### config.mk
export PLATFORM = sky130hd
export DESIGN_NAME = mem_port_arbiter
export DESIGN_NICKNAME = d
export VERILOG_FILES = /design/src/rtl/mem_port_arbiter.sv
export SDC_FILE = /design/constraint.sdc
export NUM_CORES = 1
export LEC_CHECK = 0
export ABC_AREA = 1
export CAP_MARGIN = 20
export CORE_ASPECT_RATIO = 0.9
export CORE_MARGIN = 2
export CORE_UTILIZATION = 50
export DETAILED_ROUTE_END_ITERATION = 8
export PLACE_DENSITY = 0.89
export SYNTH_ARGS = -nofsm -noshare
export SYNTH_HDL_FRONTEND = slang
export SYNTH_SLANG_ARGS = --single-unit
### constraint.sdc
create_clock -name clk -period 2.34 [get_ports clk]
set_input_delay 0.585 -clock clk [delete_from_list [all_inputs] [get_ports clk]]
set_output_delay 0.585 -clock clk [all_outputs]
set_load 0.01 [all_outputs]
### src/rtl/mem_port_arbiter.sv
// Two-requester memory port arbiter: instruction fetch and data load/store share
// one memory port, with one transaction outstanding and a data-streak fairness limit.
module mem_port_arbiter #(
  parameter int unsigned FAIR_LIMIT = 4
) (
  input  logic        clk,
  input  logic        rst,
  input  logic        inst_req,
  input  logic [31:0] inst_addr,
  output logic [31:0] inst_rdata,
  output logic        inst_ack,
  input  logic        data_req,
  input  logic        data_we,
  input  logic [3:0]  data_be,
  input  logic [31:0] data_addr,
  input  logic [31:0] data_wdata,
  output logic [31:0] data_rdata,
  output logic        data_ack,
  output logic        mem_req,
  output logic        mem_we,
  output logic [3:0]  mem_be,
  output logic [31:0] mem_addr,
  output logic [31:0] mem_wdata,
  input  logic        mem_gnt,
  input  logic        mem_rvalid,
  input  logic [31:0] mem_rdata,
  output logic        busy
);

  localparam int unsigned AW = 32;
  localparam int unsigned DW = 32;
  localparam int unsigned BW = 4;
  localparam int unsigned SW = $clog2(FAIR_LIMIT + 1);

  typedef enum logic [1:0] {S_IDLE, S_REQ, S_RESP, S_DONE} state_t;

  state_t          r_state, w_state_n;
  logic            r_owner, w_owner_n;   // 1 = data, 0 = inst
  logic            r_we, w_we_n;
  logic [BW-1:0]   r_be, w_be_n;
  logic [AW-1:0]   r_addr, w_addr_n;
  logic [DW-1:0]   r_wdata, w_wdata_n;
  logic [DW-1:0]   r_rdata, w_rdata_n;
  logic [SW-1:0]   r_streak, w_streak_n;
  logic            w_pick_data;
  logic            w_in_req;
  logic            w_in_done;

  // Next-state, arbitration and payload capture
  always_comb begin
    w_state_n   = r_state;
    w_owner_n   = r_owner;
    w_we_n      = r_we;
    w_be_n      = r_be;
    w_addr_n    = r_addr;
    w_wdata_n   = r_wdata;
    w_rdata_n   = r_rdata;
    w_streak_n  = r_streak;
    w_pick_data = data_req && !(inst_req && (r_streak == SW'(FAIR_LIMIT)));

    case (r_state)
      S_IDLE: begin
        if (inst_req || data_req) begin
          w_state_n = S_REQ;
          w_owner_n = w_pick_data;
          if (w_pick_data) begin
            w_we_n    = data_we;
            w_be_n    = data_be;
            w_addr_n  = data_addr;
            w_wdata_n = data_wdata;
            if (!inst_req)
              w_streak_n = '0;
            else if (r_streak != SW'(FAIR_LIMIT))
              w_streak_n = SW'(r_streak + SW'(1));
          end else begin
            w_we_n     = 1'b0;
            w_be_n     = {BW{1'b1}};
            w_addr_n   = inst_addr;
            w_wdata_n  = '0;
            w_streak_n = '0;
          end
        end
      end
      S_REQ: begin
        if (mem_gnt) w_state_n = S_RESP;
      end
      S_RESP: begin
        if (mem_rvalid) begin
          w_state_n = S_DONE;
          w_rdata_n = mem_rdata;
        end
      end
      S_DONE:  w_state_n = S_IDLE;
      default: w_state_n = S_IDLE;
    endcase
  end

  assign w_in_req  = (w_state_n == S_REQ);
  assign w_in_done = (w_state_n == S_DONE);

  // State, latched payload and registered outputs (decoded from next state)
  always_ff @(posedge clk) begin
    if (rst) begin
      r_state    <= S_IDLE;
      r_owner    <= 1'b0;
      r_we       <= 1'b0;
      r_be       <= '0;
      r_addr     <= '0;
      r_wdata    <= '0;
      r_rdata    <= '0;
      r_streak   <= '0;
      mem_req    <= 1'b0;
      mem_we     <= 1'b0;
      mem_be     <= '0;
      mem_addr   <= '0;
      mem_wdata  <= '0;
      inst_ack   <= 1'b0;
      data_ack   <= 1'b0;
      inst_rdata <= '0;
      data_rdata <= '0;
      busy       <= 1'b0;
    end else begin
      r_state    <= w_state_n;
      r_owner    <= w_owner_n;
      r_we       <= w_we_n;
      r_be       <= w_be_n;
      r_addr     <= w_addr_n;
      r_wdata    <= w_wdata_n;
      r_rdata    <= w_rdata_n;
      r_streak   <= w_streak_n;
      mem_req    <= w_in_req;
      mem_we     <= w_in_req & w_we_n;
      mem_be     <= w_in_req ? w_be_n    : '0;
      mem_addr   <= w_in_req ? w_addr_n  : '0;
      mem_wdata  <= w_in_req ? w_wdata_n : '0;
      inst_ack   <= w_in_done & ~w_owner_n;
      data_ack   <= w_in_done &  w_owner_n;
      if (w_in_done && !w_owner_n) inst_rdata <= w_rdata_n;
      if (w_in_done &&  w_owner_n) data_rdata <= w_rdata_n;
      busy       <= (w_state_n != S_IDLE);
    end
  end

endmodule

==> impl_metrics.toml, run 1 <==
[run_status]
status = "completed"

[yosys]
yosys_warnings = 0
yosysUniqueCellTypes = 23
synth.avg_cell_area_um2 = 7.59
netlist_area_mm2 = 0.00864
synth_seq_area_share_pct = 54.7
synth_nets = 1279
yosys_register_bits = 236
syn_inst = 1138

[sta]
hold_viol = 0
slew_headroom_pct = 50.8
fin_tns_setup_ps = 0
min_period_over_period_pct = 87.9
slew_violations = 0
grt_setup_unrepaired = "no"
worst_slew_pin_slew_ps = 738
clock_skew_ps = 15.4
period_minus_slack_ps = 2060
setup_viol = 0
timing.fmax_mhz = 486
fin_ws_ps = 282

[routing]
drc = 0
routed_wirelength_um = 25400
wl_per_cell_um = 15.7
drtPass1Iterations = 5
ant_nets = 0
viasPerCell = 5.24
drt_iter0_markers = 552
vias = 8462

[critical_path]
arrival_ps = 1470
crit_family = "buffers and inverters"
path_class = "reg -> out"
crit_required_ps = 1750
slowest_delay_ps = 580
crit_slowest_cell = "clkdlybuf4s50_1"
end_kind = "output port"
critical_path_buf_inv_count = 1
path_cells = "clkdlybuf4s50_1"
crit_fanout = 2
start_kind = "flip-flop"

[clocking]
ctsResizeCount = 0
clk_latency_ps = 510
clk_path_buf_depth = 3
postCtsHoldBufs = 0
ctsRootBufferMaster = "clkbuf_16"
cts_tree = "yes"
clk_pin_slew_ps = 60
htree_levels = 1
clock_sinks = 236
numCtsBuffers = 23
cts_setup_buffers = 0

[power_and_ir_drop]
max-vdd-ir-drop_uv = 683
power.density_mw_per_mm2 = 779
p_leak_nw = 5.33

[floorplanning]
start_util_pct = 51.1
dieWidth_um = 143
ioPinCount = 276
num_rows = 45
core_area_mm2 = 0.0169
die_area_mm2 = 0.0183
die_h_um = 129

[grt]
grt_pass1_wl_um = 39500
grt-ovfl-total = 0
grt_start_max_net_pins = 126
grt_pass1_vias = 7939
gr-usage-all-layers_pct = 26.6
antenna_found_initial = 0

[cells_and_area]
final_core_util_pct = 73.2
final_cell_area_mm2 = 0.0124
filler_cell_count = 1215
final_common_cell = "nand2_1"
finalNonFillerCells = 1614
layout_common_cells = "nand2_1, clkdlybuf4s50_1, dfxtp_1, nor2_1, nand3_1"
nNetsFinal = 1526
area_growth_pct = 43.2
drive_gt1_share_pct = 5.63

[placement]
placedCellCount = 1571
place_ws_ps = 166
place_area_mm2 = 0.0116
dp_hpwl_um = 16600
portBuffers = 275
gp_congestion = 0.815

[run]
drv_cap = 0

[hold_path]
hold_path.class = "in -> reg"
==> power breakdown <==
group	total, mW	switching, mW	internal (mW)
Clock	3.75	1.52	2.23
Sequential	4.36	0.0821	4.28
Combinational	1.53	0.823	0.706
Total	9.64	2.42	7.22
==> through the flow <==
| step | power [mW] | hold slack (ps) |
|---|---|---|
| 4_1_cts | 9.67 | 409 |
| 3_3_place_gp | 5.91 | 430 |
| 5_1_grt | 10.0 | 440 |
| 3_5_place_dp | 5.95 | 440 |
| 6_report | 9.64 | 418 |
| 2_1_floorplan | 5.22 | 447 |
==> per-layer routing <==
| metal | wire [um] | global-route usage [%] | vias up | share of wire [%] |
|---|---|---|---|---|
| met3 | 2240 | 6.59 | 61 | 8.8 |
| met1 | 10200 | 32.7 | 3937 | 40 |
| met4 | 783 | 9.09 | 0 | 3.1 |
| li1 | - | - | 4080 | - |
| met5 | 0 | 0 | - | 0 |
| met2 | 12200 | 45.8 | 384 | 48 |
==> cell families after synthesis <==
logic type      share of synthesized area [%]
fa+ha+maj                               0.290
flops                                    54.7
simple gates                             32.6
buf+inv                                  7.58
compound gates                           4.87
==> Yosys cell counts, drive strengths merged <==
| library cell | count | area share (%) |
|---|---|---|
| nand4 | 60 | 4.5 |
| clkbuf | 43 | 1.9 |
| ha | 2 | 0.29 |
| nand3 | 84 | 4.9 |
| nor2 | 196 | 8.7 |
| dfxtp | 236 | 55 |
| buf | 38 | 2.1 |
| o21ai | 29 | 1.7 |
| clkinv | 1 | 0.043 |
| inv | 82 | 3.6 |
| nand2 | 280 | 12 |
| a21oi | 55 | 3.2 |
| or2 | 32 | 2.3 |
==> flip-flops by register name (all words and copies together), names as in the netlist, 2 cells and up <==
name,cells
data_rdata,32
inst_rdata,32
mem_be,4
r_streak,3
r_addr,32
r_state,2
r_be,4
r_wdata,32
mem_wdata,32
r_rdata,24
mem_addr,32
==> worst paths after layout <==
kind / startpoint / to / slack [ps] / depth (start not counted)
setup / recovery: data_rdata[26] / data_rdata[26] / 280 / 1
hold / removal: data_req / r_owner / 420 / 3
setup reg to reg: r_state[1] / mem_wdata[29] / 630 / 6
hold reg to reg: data_rdata[1] / data_rdata[1] / 450 / 2
==> layout make-up <==
type / instances / area [um2] / share of cell area (%)
sequential: 236 / 4720 / 38.2
multi-input combinational: 738 / 3260 / 26.4
timing repair buffer: 303 / 3030 / 24.5
clock buffer: 34 / 677 / 5.47
inverter: 83 / 312 / 2.52
tap: 211 / 264 / 2.13
clock inverter: 8 / 98.8 / 0.799
antenna: 1 / 2.50 / 0.0202
(Power assumes the default switching activity.)
==> inputs of run 2 (changes only) <==
--- a/config.mk
+++ b/config.mk
@@ -11,7 +11,9 @@
 export CORE_MARGIN = 2
 export CORE_UTILIZATION = 50
 export DETAILED_ROUTE_END_ITERATION = 8
+export GPL_TIMING_DRIVEN = 0
 export PLACE_DENSITY = 0.89
+export SLEW_MARGIN = 5
 export SYNTH_ARGS = -nofsm -noshare
 export SYNTH_HDL_FRONTEND = slang
 export SYNTH_SLANG_ARGS = --single-unit
==> run 2 against run 1 <==
  * Final area rose by 0.48%
  * Die area did not move
  * Via count up 3.5%
  * Largest power group unchanged
==> impl_metrics.toml, run 2 (synthesized netlist as in run 1, its figures left out) <==
[routing]
wl_met1_um = 10800
viasPerCell = 5.26
drtPass1Iterations = 8
drc = 0
wl_met2_um = 12600
top_layer = "met4"
routed_wirelength_um = 27000
ant_nets = 0
wl_per_cell_um = 16.2
vias = 8755
drt_iter0_markers = 558
wl_met3_um = 2630

[sta]
hold_viol = 0
slew_violations = 0
timing.fmax_mhz = 487
grt_setup_unrepaired = "no"
fin_tns_setup_ps = 0
worst_slew_pin_slew_ps = 624
slew_headroom_pct = 58.4
setup_viol = 0
min_period_over_period_pct = 87.8
period_minus_slack_ps = 2050
clock_skew_ps = 14.1

[floorplanning]
core_area_mm2 = 0.0169
dieWidth_um = 143
start_util_pct = 51.1
num_rows = 45
ioPinCount = 276
die_area_mm2 = 0.0183
die_h_um = 129

[clocking]
htree_levels = 1
clock_sinks = 236
clk_latency_ps = 510
cts_setup_buffers = 0
postCtsHoldBufs = 0
numCtsBuffers = 24
clk_path_buf_depth = 3
clk_pin_slew_ps = 60
ctsResizeCount = 0
cts_tree = "yes"
ctsRootBufferMaster = "clkbuf_16"

[cells_and_area]
nNetsFinal = 1577
layout_common_cells = "nand2_1, clkdlybuf4s50_1, dfxtp_1, nor2_1, nand3_1"
final_common_cell = "nand2_1"
antenna_cells = 0
finalNonFillerCells = 1664
drive_gt1_share_pct = 5.30
area_growth_pct = 43.9

[grt]
grt_pass1_vias = 8388
grt_pass1_wl_um = 41700
grt_start_max_net_pins = 15
grt-ovfl-total = 0
antenna_found_initial = 0
gr-usage-all-layers_pct = 28.5

[hold_path]
hold_path.class = "reg -> reg"

[critical_path]
arrival_ps = 2490
path_class = "in -> reg"
end_kind = "flip-flop"
start_kind = "input pin"
crit_fanout = 10
crit_required_ps = 2770

[run_status]
status = "completed"

[placement]
gp_congestion = 0.919
dp_hpwl_um = 19000
placedCellCount = 1621
portBuffers = 272

[power_and_ir_drop]
power.density_mw_per_mm2 = 791
power_mw = 9.84
max-vdd-ir-drop_uv = 542
p_leak_nw = 5.35

[run]
drv_cap = 0
-- run 2: stage by stage --
stage | setup slack, ps | util, % | area [um2] | hold WS (ps)
2_1_floorplan | 680 | - | 8640 | 447
3_3_place_gp | -72.3 | 68.8 | 11600 | 439
3_5_place_dp | -157 | 68.8 | 11600 | 446
4_1_cts | 302 | 73.6 | 12400 | 464
5_1_grt | 176 | 73.6 | 12400 | 487
6_report | 286 | 73.6 | 12400 | 466
-- run 2: report_power, final --
| part | internal [mW] | leakage [nW] | switching (mW) | total (mW) |
|---|---|---|---|---|
| Sequential | 4.28 | 1.92 | 0.0773 | 4.36 |
| Combinational | 0.695 | 3.03 | 0.861 | 1.56 |
| Clock | 2.35 | 0.396 | 1.57 | 3.92 |
| Total | 7.33 | 5.35 | 2.51 | 9.84 |
-- run 2: path summary, 6_finish.rpt --
check | slack (ps) | from | cells after the start | to
hold / removal | 470 | data_rdata[1] | 2 | data_rdata[1]
setup reg to reg | 330 | r_streak[0] | 9 | r_addr[18]
hold reg to reg | 470 | data_rdata[1] | 2 | data_rdata[1]
setup / recovery | 290 | inst_req | 8 | r_addr[18]
-- run 2: layout make-up --
cell class | count | area (um2)
sequential | 236 | 4720
fill | 1232 | 4460
multi-input combinational | 738 | 3260
timing repair buffer | 272 | 2720
clock buffer | 33 | 676
buffer | 81 | 343
inverter | 83 | 312
tap | 211 | 264
clock inverter | 10 | 131
-- run 2: metal layers --
metal	vias to the layer above	global-route usage, %
li1	4181	-
met1	4029	35.0
met2	460	48.2
met3	85	7.55
met4	0	10.9
met5	-	0
-- run 2: worst max-delay path: stages --
cell             delay [ps]
clkdlybuf4s50_1         510
nand3_1                 200
buf_2                   300
buf_1                   440
nand3_1                 130
nand3_1                 140
nand2_1                  80
nor2_1                   90
